--- src/rtl/park_pkg.sv ---
// rtl/park_pkg.sv - shared types, widths and output saturation for the Park sequencer
package park_pkg;

    localparam int DEF_D_WIDTH = 18;
    localparam int DEF_Q_BITS  = 15;
    localparam int ACC_W       = 2 * DEF_D_WIDTH + 1;

    typedef enum logic [2:0] {
        IDLE = 3'd0,
        MUL0 = 3'd1,
        MUL1 = 3'd2,
        MUL2 = 3'd3,
        MUL3 = 3'd4,
        HOLD = 3'd5
    } park_state_t;

    typedef struct packed {
        logic signed [63:0] value;
        logic               clip;
    } sat_res_t;

    // Floor-shift the accumulator back to output scale, then clamp to d_width bits.
    function automatic sat_res_t sat_trunc(input logic signed [63:0] acc,
                                           input int                 q_bits,
                                           input int                 d_width);
        sat_res_t           r;
        logic signed [63:0] sh;
        logic signed [63:0] hi;
        logic signed [63:0] lo;
        sh      = acc >>> q_bits;
        hi      = (64'sd1 <<< (d_width - 1)) - 64'sd1;
        lo      = -(64'sd1 <<< (d_width - 1));
        r.value = sh;
        r.clip  = 1'b0;
        if (sh > hi) begin
            r.value = hi;
            r.clip  = 1'b1;
        end else if (sh < lo) begin
            r.value = lo;
            r.clip  = 1'b1;
        end
        return r;
    endfunction

endpackage

--- src/rtl/park_mac.sv ---
// rtl/park_mac.sv - one shared signed multiplier stepped over four cycles into two accumulators
module park_mac
    import park_pkg::*;
#(
    parameter int D_WIDTH = DEF_D_WIDTH
) (
    input  logic                      clk,
    input  logic                      reset,
    input  logic                      clear,
    input  park_state_t               state,
    input  logic signed [D_WIDTH-1:0] alpha,
    input  logic signed [D_WIDTH-1:0] beta,
    input  logic signed [D_WIDTH-1:0] sin,
    input  logic signed [D_WIDTH-1:0] cos,
    output logic signed [2*D_WIDTH:0] acc_d,
    output logic signed [2*D_WIDTH:0] acc_q,
    output logic signed [2*D_WIDTH:0] acc_d_nxt,
    output logic signed [2*D_WIDTH:0] acc_q_nxt
);

    localparam int PW = 2 * D_WIDTH;

    logic signed [D_WIDTH-1:0] mul_a;
    logic signed [D_WIDTH-1:0] mul_b;
    logic signed [PW-1:0]      prod;
    logic signed [PW:0]        term;
    logic                      en_d;
    logic                      en_q;
    logic                      sub;

    always_comb begin
        mul_a = '0;
        mul_b = '0;
        en_d  = 1'b0;
        en_q  = 1'b0;
        sub   = 1'b0;
        case (state)
            MUL0: begin mul_a = alpha; mul_b = cos; en_d = 1'b1; end
            MUL1: begin mul_a = beta;  mul_b = sin; en_d = 1'b1; end
            MUL2: begin mul_a = beta;  mul_b = cos; en_q = 1'b1; end
            MUL3: begin mul_a = alpha; mul_b = sin; en_q = 1'b1; sub = 1'b1; end
            default: ;
        endcase
        prod      = PW'(mul_a) * PW'(mul_b);
        term      = {prod[PW-1], prod};
        acc_d_nxt = acc_d;
        acc_q_nxt = acc_q;
        if (en_d) acc_d_nxt = acc_d + term;
        if (en_q) acc_q_nxt = sub ? (acc_q - term) : (acc_q + term);
    end

    always_ff @(posedge clk) begin
        if (reset || clear) begin
            acc_d <= '0;
            acc_q <= '0;
        end else begin
            acc_d <= acc_d_nxt;
            acc_q <= acc_q_nxt;
        end
    end

endmodule

--- src/rtl/park_seq.sv ---
// rtl/park_seq.sv - sequenced Park transform: handshakes, FSM and saturated D/Q output registers
module park_seq
    import park_pkg::*;
#(
    parameter int D_WIDTH = DEF_D_WIDTH,
    parameter int Q_BITS  = DEF_Q_BITS
) (
    input  logic                      clk,
    input  logic                      reset,
    input  logic                      in_valid,
    output logic                      in_ready,
    input  logic signed [D_WIDTH-1:0] alpha,
    input  logic signed [D_WIDTH-1:0] beta,
    input  logic signed [D_WIDTH-1:0] sin,
    input  logic signed [D_WIDTH-1:0] cos,
    output logic                      out_valid,
    input  logic                      out_ready,
    output logic signed [D_WIDTH-1:0] D,
    output logic signed [D_WIDTH-1:0] Q,
    output logic                      sat
);

    park_state_t state_q;
    park_state_t state_d;

    logic signed [D_WIDTH-1:0] op_alpha;
    logic signed [D_WIDTH-1:0] op_beta;
    logic signed [D_WIDTH-1:0] op_sin;
    logic signed [D_WIDTH-1:0] op_cos;
    logic signed [2*D_WIDTH:0] acc_d;
    logic signed [2*D_WIDTH:0] acc_q;
    logic signed [2*D_WIDTH:0] acc_d_nxt;
    logic signed [2*D_WIDTH:0] acc_q_nxt;
    logic                      accept;
    sat_res_t                  res_d;
    sat_res_t                  res_q;
    logic                      unused_sat_bits;

    assign in_ready = (state_q == IDLE);
    assign accept   = in_valid && in_ready;

    park_mac #(.D_WIDTH(D_WIDTH)) u_mac (
        .clk       (clk),
        .reset     (reset),
        .clear     (accept),
        .state     (state_q),
        .alpha     (op_alpha),
        .beta      (op_beta),
        .sin       (op_sin),
        .cos       (op_cos),
        .acc_d     (acc_d),
        .acc_q     (acc_q),
        .acc_d_nxt (acc_d_nxt),
        .acc_q_nxt (acc_q_nxt)
    );

    // Sample the combinational next values so the MUL3 product lands in this result.
    always_comb begin
        res_d = sat_trunc(64'(acc_d_nxt), Q_BITS, D_WIDTH);
        res_q = sat_trunc(64'(acc_q_nxt), Q_BITS, D_WIDTH);
    end

    assign unused_sat_bits = ^{res_d.value[63:D_WIDTH], res_q.value[63:D_WIDTH], acc_d, acc_q};

    always_comb begin
        state_d = state_q;
        case (state_q)
            IDLE:    if (in_valid) state_d = MUL0;
            MUL0:    state_d = MUL1;
            MUL1:    state_d = MUL2;
            MUL2:    state_d = MUL3;
            MUL3:    state_d = HOLD;
            HOLD:    if (out_ready) state_d = IDLE;
            default: state_d = IDLE;
        endcase
    end

    always_ff @(posedge clk) begin
        if (reset) begin
            state_q <= IDLE;
        end else begin
            state_q <= state_d;
        end
    end

    always_ff @(posedge clk) begin
        if (reset) begin
            op_alpha  <= '0;
            op_beta   <= '0;
            op_sin    <= '0;
            op_cos    <= '0;
            D         <= '0;
            Q         <= '0;
            sat       <= 1'b0;
            out_valid <= 1'b0;
        end else begin
            if (accept) begin
                op_alpha <= alpha;
                op_beta  <= beta;
                op_sin   <= sin;
                op_cos   <= cos;
            end
            if (state_q == MUL3) begin
                D         <= res_d.value[D_WIDTH-1:0];
                Q         <= res_q.value[D_WIDTH-1:0];
                sat       <= res_d.clip | res_q.clip;
                out_valid <= 1'b1;
            end else if (out_valid && out_ready) begin
                out_valid <= 1'b0;
            end
        end
    end

endmodule
--- config.mk ---
export PLATFORM = sky130hd
export DESIGN_NAME = park_seq
export DESIGN_NICKNAME = d
export VERILOG_FILES = /design/src/rtl/park_pkg.sv /design/src/rtl/park_mac.sv /design/src/rtl/park_seq.sv
export SDC_FILE = /design/constraint.sdc
export NUM_CORES = 1
export LEC_CHECK = 0
export CORE_ASPECT_RATIO = 1.1
export CORE_MARGIN = 3
export CORE_UTILIZATION = 50
export CTS_CLUSTER_DIAMETER = 150
export DETAILED_ROUTE_END_ITERATION = 16
export PLACE_DENSITY = 0.68
export SLEW_MARGIN = 20
export SYNTH_ARGS = -nofsm -noshare
export SYNTH_HDL_FRONTEND = slang
export SYNTH_SLANG_ARGS = --single-unit
--- constraint.sdc ---
create_clock -name clk -period 13.65 [get_ports clk]
set_input_delay 2.0475 -clock clk [delete_from_list [all_inputs] [get_ports clk]]
set_output_delay 2.0475 -clock clk [all_outputs]
set_load 0.03 [all_outputs]
==> results.json, run 1 <==
{
  "timing.final.crit_share_pct": 92.7,
  "ios": 115,
  "pre_cts_slack_ns": 0.864,
  "die_x_um": 215,
  "fin_cells": 3653,
  "antenna_found_initial": 1,
  "synth_area_leaders": "fa_1 28%, dfxtp_1 16%, ha_1 8.7%",
  "grt_pass1_vias": 21100,
  "grt_usage_pct": 28.6,
  "grt_max_degree": 77,
  "finClkSkew_ns": 0.0257,
  "drc": 0,
  "synth-seq-area-share_pct": 15.6,
  "synth.distinct_cells": 83,
  "cts_tree": "yes",
  "drv_slew": 0,
  "ys_ff_latch": 187,
  "path_common_cell": "fa_1",
  "final_cell_mix": "446 x nand2_1, 405 x inv_1, 331 x fa_1",
  "grt_pass1_wl_um": 115000,
  "core-area_um2": 47000,
  "met3_usage_pct": 5.07,
  "layout.nets": 3577,
  "netlist_instances": 2956,
  "setup.worst_path.start_class": "register",
  "syn-num-nets": 3529,
  "design.die.area_um2": 50700,
  "crit_arrival_ns": 13.02,
  "h-tree-depth": 4,
  "clk_latency_ns": 0.51,
  "max_slew_margin_pct": 26.3,
  "fmax_mhz": 79.0,
  "powerDensity_nw_per_um2": 86.3,
  "hold_path.class": "reg2reg",
  "syn_to_final_growth_pct": 10.2,
  "routed_via_density": 5.62,
  "period_needed_ns": 12.66,
  "drt_iter0_markers": 1490,
  "gr-total-overflow": 0,
  "dp_cells": 3622,
  "ir_drop_uv": 149,
  "cpPeakStageDelay_ns": 0.85,
  "path_max_fanout": 20,
  "use_met1_pct": 35.8,
  "drive_gt1_share_pct": 4.58,
  "post-cts-setup-buffers": 0,
  "ys_warn_count": 0,
  "std_cell_rows": 83,
  "busiest_layer": "met2",
  "io_buffers": 114,
  "critPathKind": "reg2reg",
  "leakage_nw": 11.8,
  "tns_ns": 0,
  "setup_slack_ns": 0.994,
  "setup_violations": 0,
  "rsz0062_at_grt": "no",
  "syn_area_um2": 24000,
  "synth_largest_area_cell": "fa_1",
  "slowest_stage": "nor2b_2",
  "num_vias": 20500,
  "start_util_pct": 51.0,
  "clockBufferDepth": 2,
  "hold_viol_final": 0,
  "wl_per_cell_um": 19.4,
  "synth_area_per_cell_um2": 8.12,
  "place_congestion": 0.998,
  "worst_pin_slew_ns": 1.11,
  "cts.sinks": 187,
  "post-route-util_pct": 56.2,
  "numCtsBuffers": 17,
  "total_power_mw": 2.28,
  "worstPathRequired_ns": 14.02,
  "place_hpwl_um": 58000,
  "die_h_um": 236,
  "ant_nets": 0,
  "synth-main-ff-cell": "dfxtp_1",
  "firstDrtPassIters": 5,
  "layout_commonest_cell": "nand2_1",
  "maxCapViolCount": 0,
  "clk_pin_slew_worst_paths_ns": 0.08,
  "yosysTopAreaCellShare_pct": 27.6,
  "end_kind": "register",
  "status": "complete, no violations",
  "async_reset_ff_share_pct": 0,
  "root_buffer": "clkbuf_16",
  "synth_edf_count": 0,
  "grt_use_met2_pct": 48.3,
  "drt_wl_total_um": 70700
}
==> final timing paths <==
| kind | startpoint | endpoint | slack, ns | cells after the start |
|---|---|---|---|---|
| min | D[12]$_SDFFE_PP0P_ | D[12]$_SDFFE_PP0P_ | 0.45 | 2 |
| max reg2reg | state_q[0]$_SDFFE_PP0P_ | Q[6]$_SDFFE_PP0P_ | 0.99 | 36 |
| min reg2reg | D[12]$_SDFFE_PP0P_ | D[12]$_SDFFE_PP0P_ | 0.45 | 2 |
| max | state_q[0]$_SDFFE_PP0P_ | Q[6]$_SDFFE_PP0P_ | 0.99 | 36 |
==> state kept, by name (all words and copies together), names as in the netlist <==
| register | count |
|---|---|
| D | 18 |
| u_mac.acc_d | 37 |
| Q | 18 |
| u_mac.acc_q | 37 |
| sat | 1 |
| out_valid | 1 |
| op_sin | 18 |
| op_cos | 18 |
| op_beta | 18 |
| state_q | 3 |
| op_alpha | 18 |
==> critical path, delay by kind of cell (launching register included) <==
| family | cells | cell delay (ns) |
|---|---|---|
| flops | 1 | 0.68 |
| xor+xnor | 2 | 0.34 |
| compound gates | 16 | 5.13 |
| simple gates | 6 | 2.09 |
| fa+ha+maj | 8 | 3.83 |
| buf+inv | 4 | 0.42 |
==> cells in the mapped netlist (38+ instances only) <==
master    number
nand2_1      447
inv_1        405
fa_1         331
nor2_1       311
a21oi_1      229
dfxtp_1      187
ha_1         166
clkbuf_1     117
o21ai_0       95
xnor2_1       74
xor2_1        48
a22oi_1       38
==> what timing repair did <==
action | in CTS | in global routing
endpoints found under the hold margin | 0 | 0
hold buffers | 0 | 0
resized for setup | 0 | 1
setup endpoints to repair | 0 | 1
==> power by group <==
part / total, mW / internal [mW] / leakage [nW] / switching [mW]
logic: 1.11 / 0.428 / 10.0 / 0.678
clock network: 0.569 / 0.321 / 0.308 / 0.248
registers: 0.608 / 0.578 / 1.52 / 0.0303
total: 2.28 / 1.33 / 11.8 / 0.957
==> cell families (layout without fill, tap and decap cells) <==
family	Yosys count	in the layout	synth area share, %
xor gates and xnor gates	123	123	4.52
muxes	10	10	0.428
AOI/OAI and AO/OA	640	640	17.5
adders and majority gates	497	497	36.3
buffers and inverters	539	598	8.56
other	0	1	0
DFF	187	187	15.6
and+or+nand+nor	960	960	17.1
==> metrics by stage <==
| step | instance area [um^2] | hold slack, ns |
|---|---|---|
| finish | 26400 | 0.452 |
| global route | 26400 | 0.486 |
| CTS | 26400 | 0.459 |
| detailed placement | 25800 | 0.449 |
| global placement | 25800 | 0.443 |
| floorplan | 24000 | 0.436 |
==> area by class of cell <==
cell class | count | area [um^2]
Antenna cell | 1 | 2.50
Clock buffer | 21 | 470
Clock inverter | 9 | 161
Fill cell | 4365 | 20600
Inverter | 406 | 1520
Multi-Input combinational cell | 2230 | 18200
Sequential cell | 187 | 3740
Tap cell | 637 | 797
Timing Repair Buffer | 162 | 1500
==> per-layer routing <==
metal	share of wire [%]	routed length, um	vias to the layer above
li1	-	-	9734
met1	42	29900	9975
met2	48	33700	647
met3	5.1	3590	180
met4	5.0	3510	2
met5	0.018	13	-
No activity file was read; power rests on OpenSTA's default activity.
==> run 2: changes to the inputs <==
Settings changed: CORE_ASPECT_RATIO 1.1 to 1.2.
==> run 2 against run 1 <==
Sequential share of layout area barely moved. Clock skew fell by 0.0057 ns. Non-clock buffer count unchanged. Cell area shrank 0.17%. Global-route usage up 0.54 points. Clock power fell by 5.8%. Register-to-register slack better by 0.26 ns. First-iteration DRC count decreased by 16%. Core utilization down 0.33 points.
==> results.json, run 2 (synthesis results as in run 1) <==
{
  "path_common_cell": "fa_1",
  "ant_nets": 0,
  "highest_layer": "met4",
  "maxCapViolCount": 0,
  "crit_arrival_ns": 12.76,
  "start_util_pct": 50.8,
  "cts_tree": "yes",
  "top_regs": "u_mac.acc_d: 37 flops, u_mac.acc_q: 37 flops",
  "syn_to_final_growth_pct": 10.0,
  "antenna_found_initial": 2,
  "hold_viol_final": 0,
  "root_buffer": "clkbuf_16",
  "ir_drop_uv": 86.9,
  "ios": 115,
  "core-area_um2": 47200,
  "drt_wl_total_um": 71200,
  "worst_pin_slew_ns": 1.12,
  "r2r_start": "state_q[0]$_SDFFE_PP0P_",
  "grt_max_degree": 74,
  "io_buffers": 114,
  "end_kind": "register",
  "final_cell_mix": "445 x nand2_1, 405 x inv_1, 331 x fa_1",
  "die_h_um": 246,
  "path_delay_family": "compound AO/OA/AOI/OAI gates",
  "worstPathRequired_ns": 14.02,
  "setup_slack_ns": 1.26,
  "critPathKind": "reg2reg",
  "place_hpwl_um": 58200,
  "grt_usage_pct": 29.2,
  "finClkSkew_ns": 0.0201,
  "setup.worst_path.start_class": "register",
  "post-route-util_pct": 55.9,
  "hold_start": "D[16]$_SDFFE_PP0P_",
  "wl_met2_um": 35300,
  "post-cts-setup-buffers": 0,
  "rsz0062_at_grt": "no",
  "period_needed_ns": 12.39,
  "place_congestion": 0.976,
  "max_slew_margin_pct": 25.2,
  "drv_slew": 0,
  "std_cell_rows": 87,
  "routed_via_density": 5.66,
  "cts_resized": 0,
  "tns_ns": 0,
  "grt_pass1_vias": 21400,
  "setup_violations": 0,
  "fillCellCount": 4439,
  "drc": 0,
  "cts_hold_buf": 0,
  "cpPeakStageDelay_ns": 0.74,
  "drive_gt1_share_pct": 4.67,
  "wl_met1_um": 28800,
  "clk_latency_ns": 0.52,
  "status": "complete, no violations",
  "rr_endpoint": "Q[6]$_SDFFE_PP0P_",
  "r2r_setup_slack_ns": 1.26,
  "crit_buf_inv": 4,
  "holdPathStages": 2,
  "firstDrtPassIters": 5,
  "powerDensity_nw_per_um2": 85.4,
  "drt_iter0_markers": 1249,
  "clockBufferDepth": 2,
  "num_vias": 20600,
  "cts.sinks": 187,
  "design.die.area_um2": 50700,
  "wl_per_cell_um": 19.5,
  "die_x_um": 206,
  "gr-total-overflow": 0,
  "h-tree-depth": 4,
  "hold_path.class": "reg2reg",
  "path_max_fanout": 17,
  "numCtsBuffers": 17,
  "leakage_nw": 11.8,
  "grt_pass1_wl_um": 115000,
  "layout_commonest_cell": "nand2_1",
  "wl_met3_um": 3570,
  "slowest_stage": "nor2b_2",
  "min_to": "D[16]$_SDFFE_PP0P_",
  "pre_cts_slack_ns": 0.843,
  "layout.nets": 3577,
  "worst_r2r_path_depth": 36,
  "timing.final.crit_share_pct": 90.8,
  "clk_pin_slew_worst_paths_ns": 0.08,
  "fmax_mhz": 80.7
}
[run 2: cell count changes in the layout (fill, tap and decap cells not counted), sizes merged]
cell / delta
inv: +3
bufinv: -2
clkbuf: -2
clkinvlp: +2
clkinv: +1
diode: +1
[run 2: cell type report]
cell class	count	area [um^2]	area share (%)
Multi-Input combinational cell	2230	18300	69.2
Sequential cell	187	3740	14.2
Inverter	406	1520	5.77
Timing Repair Buffer	162	1490	5.64
Tap cell	623	779	2.95
Clock buffer	19	443	1.68
Clock inverter	13	159	0.602
Antenna cell	2	5.00	0.0190
[run 2: how the worst max path moves through the flow]
stage,start,to,cells past startpoint
6_report,state_q[0]$_SDFFE_PP0P_,Q[6]$_SDFFE_PP0P_,36
5_1_grt,state_q[1]$_SDFFE_PP0P_,Q[6]$_SDFFE_PP0P_,40
4_1_cts,state_q[0]$_SDFFE_PP0P_,Q[6]$_SDFFE_PP0P_,38
3_5_place_dp,state_q[0]$_SDFFE_PP0P_,Q[6]$_SDFFE_PP0P_,38
3_3_place_gp,state_q[0]$_SDFFE_PP0P_,Q[6]$_SDFFE_PP0P_,38
2_1_floorplan,state_q[1]$_SDFFE_PP0P_,Q[11]$_SDFFE_PP0P_,45
[run 2: stage by stage]
step                      instance area (um^2)  instances  total power [mW]  hold slack (ns)
after floorplan                          24000       2956              1.41            0.436
after global placement                   25700       3603              1.71            0.439
after detailed placement                 25800       3607              1.71            0.448
after CTS                                26400       3639              2.26            0.458
after global routing                     26400       3642              2.39            0.469
final                                    26400       3642              2.25            0.455
[run 2: where the power goes]
group,internal (mW),switching [mW]
Combinational,0.425,0.686
Clock,0.279,0.257
Sequential,0.578,0.0292
Total,1.28,0.972
[run 2: worst register-to-register path: cells and delay by family, from the launching register on]
family	cells	cell delay (ns)
AO/OA/AOI/OAI	16	5.00
adder cells (fa/ha/maj)	8	3.78
AND/OR/NAND/NOR	6	1.98
flip-flops	1	0.65
buffers and inverters	4	0.46
XOR/XNOR	2	0.39
[run 2: per-layer routing]
metal / track usage (%) / vias up
met4: 13.5 / 0
met1: 35.2 / 10000
met5: 0 / -
met2: 51.0 / 654
met3: 4.69 / 156
li1: - / 9747
==> run 3: changes to the inputs <==
Settings changed: CORE_MARGIN 3 to unset.
==> run 3 against run 2 <==
Core utilization shrank 0.14 points. Critical path depth grew 5. Maximum frequency shrank 1.6%. Total power shrank 1.6%.
==> results.json, run 3 (synthesis results as in run 1) <==
{
  "clk_pin_slew_worst_paths_ns": 0.08,
  "p_sw_share_pct": 43.7,
  "numCtsBuffers": 17,
  "final_cell_mix": "446 x nand2_1, 405 x inv_1, 331 x fa_1",
  "status": "complete, no violations",
  "hold_viol_final": 0,
  "place_hpwl_um": 56400,
  "cts_hold_buf": 0,
  "critPathKind": "reg2reg",
  "crit_arrival_ns": 13.01,
  "timing.final.crit_share_pct": 92.2,
  "drive_gt1_share_pct": 4.29,
  "drt_wl_total_um": 69000,
  "design.die.area_um2": 48900,
  "grt_pass1_vias": 21100,
  "worstPathRequired_ns": 14.07,
  "firstDrtPassIters": 6,
  "syn_to_final_growth_pct": 9.47,
  "period_needed_ns": 12.59,
  "std_cell_rows": 87,
  "ff_latch_area_um2": 3740,
  "grt_usage_pct": 29.5,
  "num_vias": 20400,
  "die_x_um": 202,
  "rsz0062_at_grt": "no",
  "wl_per_cell_um": 19.0,
  "h-tree-depth": 4,
  "fin_cells": 3629,
  "drt_iter0_markers": 1106,
  "path_max_fanout": 21,
  "grt_max_degree": 74,
  "clockBufferDepth": 2,
  "max_slew_margin_pct": 17.4,
  "finClkSkew_ns": 0.0107,
  "path_common_cell": "fa_1",
  "slowest_stage": "xnor2_2",
  "routed_via_density": 5.63,
  "layout.nets": 3565,
  "place_congestion": 0.956,
  "postPlaceCellArea_um2": 25700,
  "final_area_um2": 26300,
  "setup.worst_path.start_class": "register",
  "core-area_um2": 47100,
  "grt_pass1_wl_um": 113000,
  "internal_power_mw": 1.25,
  "start_util_pct": 50.9,
  "root_buffer": "clkbuf_16",
  "leakage_nw": 11.7,
  "top_regs": "u_mac.acc_d: 37 flops, u_mac.acc_q: 37 flops",
  "seq_power_share_pct": 27.3,
  "post-cts-setup-buffers": 0,
  "fmax_mhz": 79.4,
  "cts_resized": 0,
  "ios": 115,
  "clock_power_share_pct": 22.8,
  "gr-total-overflow": 0,
  "end_kind": "register",
  "drc": 0,
  "cpPeakStageDelay_ns": 0.80,
  "dp_cells": 3596,
  "whs_ns": 0.457,
  "antenna_found_initial": 1,
  "worst_pin_slew_ns": 1.24,
  "layout_commonest_cell": "nand2_1",
  "tns_ns": 0,
  "ir_drop_uv": 109,
  "io_buffers": 114,
  "hold_path.class": "reg2reg",
  "multi_input_area_um2": 18200,
  "cts_tree": "yes",
  "powerDensity_nw_per_um2": 84.4,
  "maxCapViolCount": 0,
  "setup_violations": 0,
  "switching_power_mw": 0.970,
  "die_h_um": 242,
  "drv_slew": 0,
  "clk_latency_ns": 0.51,
  "comb_power_share_pct": 49.9,
  "fillCellCount": 4399,
  "ant_nets": 0,
  "cts.sinks": 187
}
==> run 3: final timing paths <==
kind                                start  slack [ns]            endpoint  cells after the start
setup / recovery  state_q[0]$_SDFFE_PP0P_        1.06   Q[6]$_SDFFE_PP0P_                     41
hold / removal         D[15]$_SDFFE_PP0P_        0.46  D[15]$_SDFFE_PP0P_                      2
setup reg to reg  state_q[0]$_SDFFE_PP0P_        1.06   Q[6]$_SDFFE_PP0P_                     41
hold reg to reg        D[15]$_SDFFE_PP0P_        0.46  D[15]$_SDFFE_PP0P_                      2
==> run 3: power groups by stage <==
stage                     clock network, mW  registers, mW  logic (mW)
after floorplan                           0          0.613       0.798
after global placement                    0          0.615        1.07
after detailed placement                  0          0.616        1.08
after CTS                             0.523          0.604        1.09
after global routing                  0.540          0.607        1.21
final                                 0.506          0.604        1.11
==> run 3: routing by layer <==
metal	global-route usage (%)	vias up	routed length, um
met5	0	-	0
met4	16.3	0	3770
met3	4.47	155	3320
met2	51.2	669	34100
met1	34.9	9903	27800
li1	-	9707	-
==> run 3: stage by stage <==
stage / setup WS (ns) / total power, mW / utilization [%]
6_report: 1.06 / 2.22 / 55.7
5_1_grt: 0.353 / 2.36 / 55.7
4_1_cts: 1.25 / 2.22 / 55.7
3_5_place_dp: 1.32 / 1.69 / 54.5
3_3_place_gp: 1.14 / 1.69 / 54.5
2_1_floorplan: 2.98 / 1.41 / -
==> run 3: worst max-delay path, delay by kind of cell (launching register included) <==
kind                       cells  cell delay (ns)
and+or+nand+nor                9             2.21
DFF                            1             0.30
AOI/OAI and AO/OA             14             4.19
xor gates and xnor gates       3             1.04
adders and majority gates      8             3.94
buffers and inverters          7             0.76
==> run 3: area by class of cell <==
cell class	count	area share, %
clock buffers	20	1.78
repair buffers	150	5.36
multi-input cells	2230	69.4
clock inverters	12	0.391
flip-flops and latches	187	14.3
inverters	406	5.80
diodes	1	0.00953
well taps	623	2.97
